--- config.mk ---
export PLATFORM = sky130hd
export DESIGN_NAME = layer_sequencer
export DESIGN_NICKNAME = d
export VERILOG_FILES = /design/src/rtl/neuron_pkg.sv /design/src/rtl/layer_sequencer.sv
export SDC_FILE = /design/constraint.sdc
export NUM_CORES = 1
export LEC_CHECK = 0
export ABC_CLOCK_PERIOD_IN_PS = 2530
export CORE_ASPECT_RATIO = 1.4
export CORE_UTILIZATION = 46
export CTS_CLUSTER_SIZE = 40
export DETAILED_ROUTE_END_ITERATION = 6
export PLACE_DENSITY_LB_ADDON = 0.08
export SLEW_MARGIN = 25
export SYNTH_ARGS = -nofsm -noshare
export SYNTH_HDL_FRONTEND = slang
export SYNTH_SLANG_ARGS = --single-unit
--- constraint.sdc ---
create_clock -name clk -period 2.53 [get_ports clk]
set_clock_uncertainty 0.15 [all_clocks]
set_input_delay 0.253 -clock clk [delete_from_list [all_inputs] [get_ports clk]]
set_output_delay 0.253 -clock clk [all_outputs]
set_load 0.01 [all_outputs]
--- src/rtl/neuron_pkg.sv ---
// Shared constants and FSM state encoding for the neuron layer sequencer.
package neuron_pkg;

   localparam int NUM_TAPS    = 64;
   localparam int MAX_NEURONS = 16;
   localparam int ACC_W       = 16;

   typedef enum logic [2:0] {
      S_IDLE,
      S_CLEAR,
      S_MAC,
      S_DRAIN,
      S_COMPARE,
      S_DONE
   } state_e;

endpackage

--- src/rtl/layer_sequencer.sv ---
// Walks each neuron of a layer through clear / MAC taps / drain / threshold compare,
// producing memory addresses, MAC strobes and a per-neuron fire vector.
module layer_sequencer #(
   parameter int NUM_TAPS    = neuron_pkg::NUM_TAPS,
   parameter int MAX_NEURONS = neuron_pkg::MAX_NEURONS,
   parameter int ACC_W       = neuron_pkg::ACC_W
) (
   input  logic                    clk,
   input  logic                    rst,
   input  logic                    start,
   input  logic                    abort,
   input  logic [4:0]              num_neurons,
   output logic                    busy,
   output logic                    done,
   output logic                    mac_clr,
   output logic                    mac_en,
   output logic [5:0]              in_addr,
   output logic [9:0]              wt_addr,
   output logic [3:0]              thr_addr,
   input  logic signed [ACC_W-1:0] acc,
   input  logic signed [ACC_W-1:0] thr,
   output logic [15:0]             out_vec
);
   import neuron_pkg::*;

   state_e      state_q, state_d;
   logic [5:0]  tap_q, tap_d;
   logic [3:0]  neuron_q, neuron_d;
   logic [4:0]  n_q, n_d;
   logic [15:0] out_vec_q, out_vec_d;
   logic        drain_q, drain_d;
   logic        done_q, done_d;
   logic        busy_q, mac_clr_q, mac_en_q;

   always_comb begin
      state_d   = state_q;
      tap_d     = tap_q;
      neuron_d  = neuron_q;
      n_d       = n_q;
      out_vec_d = out_vec_q;
      drain_d   = drain_q;
      done_d    = 1'b0;
      if (abort && state_q != S_IDLE) begin
         state_d   = S_IDLE;
         out_vec_d = '0;
      end else begin
         case (state_q)
            S_IDLE: begin
               if (start && !abort) begin
                  n_d       = (num_neurons > 5'(MAX_NEURONS)) ? 5'(MAX_NEURONS) : num_neurons;
                  neuron_d  = '0;
                  out_vec_d = '0;
                  state_d   = (n_d != '0) ? S_CLEAR : S_DONE;
               end
            end
            S_CLEAR: begin
               tap_d   = '0;
               state_d = S_MAC;
            end
            S_MAC: begin
               tap_d   = tap_q + 6'd1;
               drain_d = 1'b0;
               if (tap_q == 6'(NUM_TAPS - 1)) state_d = S_DRAIN;
            end
            S_DRAIN: begin
               // Two cycles: memory read latency then MAC pipeline latency
               drain_d = 1'b1;
               if (drain_q) state_d = S_COMPARE;
            end
            S_COMPARE: begin
               out_vec_d[neuron_q] = (acc >= thr);
               if ({1'b0, neuron_q} == n_q - 5'd1) begin
                  state_d = S_DONE;
               end else begin
                  neuron_d = neuron_q + 4'd1;
                  state_d  = S_CLEAR;
               end
            end
            S_DONE: begin
               done_d  = 1'b1;
               state_d = S_IDLE;
            end
            default: state_d = S_IDLE;
         endcase
      end
   end

   always_ff @(posedge clk) begin
      if (rst) begin
         state_q   <= S_IDLE;
         tap_q     <= '0;
         neuron_q  <= '0;
         n_q       <= '0;
         out_vec_q <= '0;
         drain_q   <= 1'b0;
         done_q    <= 1'b0;
         busy_q    <= 1'b0;
         mac_clr_q <= 1'b0;
         mac_en_q  <= 1'b0;
      end else begin
         state_q   <= state_d;
         tap_q     <= tap_d;
         neuron_q  <= neuron_d;
         n_q       <= n_d;
         out_vec_q <= out_vec_d;
         drain_q   <= drain_d;
         done_q    <= done_d;
         busy_q    <= (state_d != S_IDLE);
         mac_clr_q <= (state_d == S_CLEAR);
         mac_en_q  <= (state_d == S_MAC);
      end
   end

   assign busy     = busy_q;
   assign done     = done_q;
   assign mac_clr  = mac_clr_q;
   assign mac_en   = mac_en_q;
   assign in_addr  = tap_q;
   assign wt_addr  = {neuron_q, tap_q};
   assign thr_addr = neuron_q;
   assign out_vec  = out_vec_q;

endmodule

==> flow_summary.json <==
{
  "drt_first_pass_iters": 4,
  "ys_top_cells_by_area": "dfxtp_1, ha_1, nand2_1",
  "post_cts.repair.setup_buffers": 0,
  "postRouteAntennaNets": 0,
  "hold_viol": 0,
  "yosys_warnings": 0,
  "layout-drive-gt1-share": 0.0767,
  "first_iter_violations": 67,
  "relSlewSlack": 0.662,
  "initial_utilization": 0.477,
  "rows": 31,
  "post_cts_resized": 0,
  "period_needed_ns": 2.32,
  "power_density_nw_per_um2": 404,
  "first_global_vias": 2134,
  "cts_htree_levels": 2,
  "n_antenna_cell": 0,
  "status": "finished clean",
  "timing.final.crit_share": 0.915,
  "slowest_stage": "clkdlybuf4s50_1",
  "worstPathCellList": "clkdlybuf4s50_1, inv_1, ha_1, a21oi_1, o21ai_0, and2_1, a311o_2, mux2i_1, a32o_1",
  "peakVddDrop_mv": 0.317,
  "yosys.area.top_type_share": 0.315,
  "synth-main-ff-cell": "dfxtp_1",
  "min_path_type": "reg -> reg",
  "clock_path_buffers": 2,
  "port-buffer-count": 80,
  "synth_area_sq_um": 2480,
  "die_area_sq_um": 5690,
  "r2r-start": "n_q[0]$_SDFFE_PP0P_",
  "grt_max_degree": 19,
  "grt_pass1_wl_microns": 9490,
  "synth_edf_count": 0,
  "critPathKind": "in -> reg",
  "grt_usage": 0.210,
  "hold_ws_ns": 0.335,
  "cp-startpoint": "thr[7]",
  "wl_microns": 5660,
  "cts_tree": "built",
  "insertion_delay_ns": 0.29,
  "power_leakage_nw": 1.33,
  "crit_path_max_fanout": 4,
  "gp_congestion": 0.762,
  "ys_seq_elements": 39,
  "route.detailed.drc": 0,
  "grt_overflow": 0,
  "timing.fmax_mhz": 432,
  "vias": 2345,
  "tightest_slew_ns": 0.504,
  "syn_area_per_cell_sq_um": 8.26,
  "antenna_found_initial": 0,
  "wire_per_inst_microns": 12.8,
  "critPathCaptureType": "flip-flop",
  "ys_seq_area_frac": 0.315,
  "critPathArrivalTime_ns": 2.40,
  "dp_hpwl_microns": 4460,
  "cts_inserted_buffers": 5,
  "die_w_microns": 64.0,
  "ys_types": 51,
  "area_delta_synth_final_pct": 38.5,
  "synth.most_common_cell": "dfxtp_1",
  "routed_via_density": 5.28,
  "min-delay-start": "n_q[4]$_SDFFE_PP0P_",
  "syn_nets": 363,
  "yosys.area.top_type": "dfxtp_1",
  "syn_inst": 300,
  "synth.top_cells.by_count": "dfxtp_1, nand2_1, inv_1",
  "hold_buffers": 0,
  "synthArstFlopShare": 0,
  "core-area_sq_um": 5200,
  "drv_slew": 0,
  "nets": 440,
  "ios": 81,
  "max_stage_delay_ns": 0.46,
  "rsz0062_at_grt": "false",
  "clk_pin_slew_worst_paths_ns": 0.08,
  "setup_violations": 0,
  "power_mw": 1.39,
  "cp.required_ns": 2.61,
  "cts.sinks": 39,
  "cap_violations": 0,
  "fin_setup_tns_ns": 0,
  "clock-root-buffer": "clkbuf_8",
  "worst_setup_path_start_kind": "input pin",
  "die_h_microns": 88.8
}
==> final timing paths <==
kind	end	slack (ns)	cells after the start
worst max-delay path	out_vec[9]$_SDFFE_PP0P_	0.21	9
worst min register to register	n_q[4]$_SDFFE_PP0P_	0.33	2
worst min-delay path	n_q[4]$_SDFFE_PP0P_	0.33	2
worst max register to register	thr_addr[3]$_SDFFE_PP0P_	0.33	8
==> state kept, by name (all words and copies together), names as in the netlist <==
register / flops
busy: 1
in_addr: 6
done: 1
n_q: 5
out_vec: 16
thr_addr: 4
drain_q: 1
mac_clr: 1
mac_en: 1
state_q: 3
==> through the flow <==
| step | setup slack (ns) | cell area [sq um] | util | cells |
|---|---|---|---|---|
| final | 0.214 | 3430 | 0.660 | 444 |
| after floorplan | 0.528 | 2480 | - | 300 |
| after global placement | -0.0662 | 3320 | 0.639 | 436 |
| after CTS | 0.199 | 3430 | 0.660 | 444 |
| after detailed placement | -0.107 | 3320 | 0.639 | 436 |
| after global routing | 0.0231 | 3430 | 0.660 | 444 |
==> power by group <==
group          leakage (nW)  internal [mW]  total [mW]  switching [mW]
logic                 0.955          0.132       0.235           0.103
clock network        0.0581          0.294       0.518           0.224
registers             0.315          0.622       0.634          0.0116
==> cell families after synthesis <==
kind of cell / synth area share
DFF: 0.315
buffers and inverters: 0.0929
xor gates and xnor gates: 0.0283
and+or+nand+nor: 0.226
adders and majority gates: 0.111
muxes: 0.0247
AOI/OAI and AO/OA: 0.202
==> cell type report <==
type                    count  area [sq um]
flip-flops and latches     39           781
multi-input cells         215          1470
clock buffers               5          68.8
clock inverters             3          43.8
inverters                  25          93.8
repair buffers             91           896
fillers                   469          1770
well taps                  66          82.6
==> layer usage <==
layer / up-vias / wire length, microns / track usage
met5: - / 0 / 0
met4: 0 / 48 / 0.0558
met3: 5 / 210 / 0.0348
met2: 50 / 3040 / 0.413
met1: 1078 / 2370 / 0.229
li1: 1212 / - / -
==> worst max-delay path: cells and delay by family <==
| family | cells | cell delay (ns) |
|---|---|---|
| AO/OA/AOI/OAI | 4 | 0.83 |
| buffers and inverters | 2 | 0.50 |
| multiplexers | 1 | 0.36 |
| adder cells (fa/ha/maj) | 1 | 0.29 |
| AND/OR/NAND/NOR | 1 | 0.16 |
==> cells in the final DEF (no fill, tap or decap), types with 8 or more instances in the layout <==
cell             count
nor2_1              16
inv_1               25
o211ai_1             8
a32o_1               8
a21oi_1             21
buf_4               10
ha_1                22
nand3_1             11
o21ai_0             12
clkdlybuf4s50_1     80
nand2_1             29
dfxtp_1             39
Power figures use the tool's default switching activity.
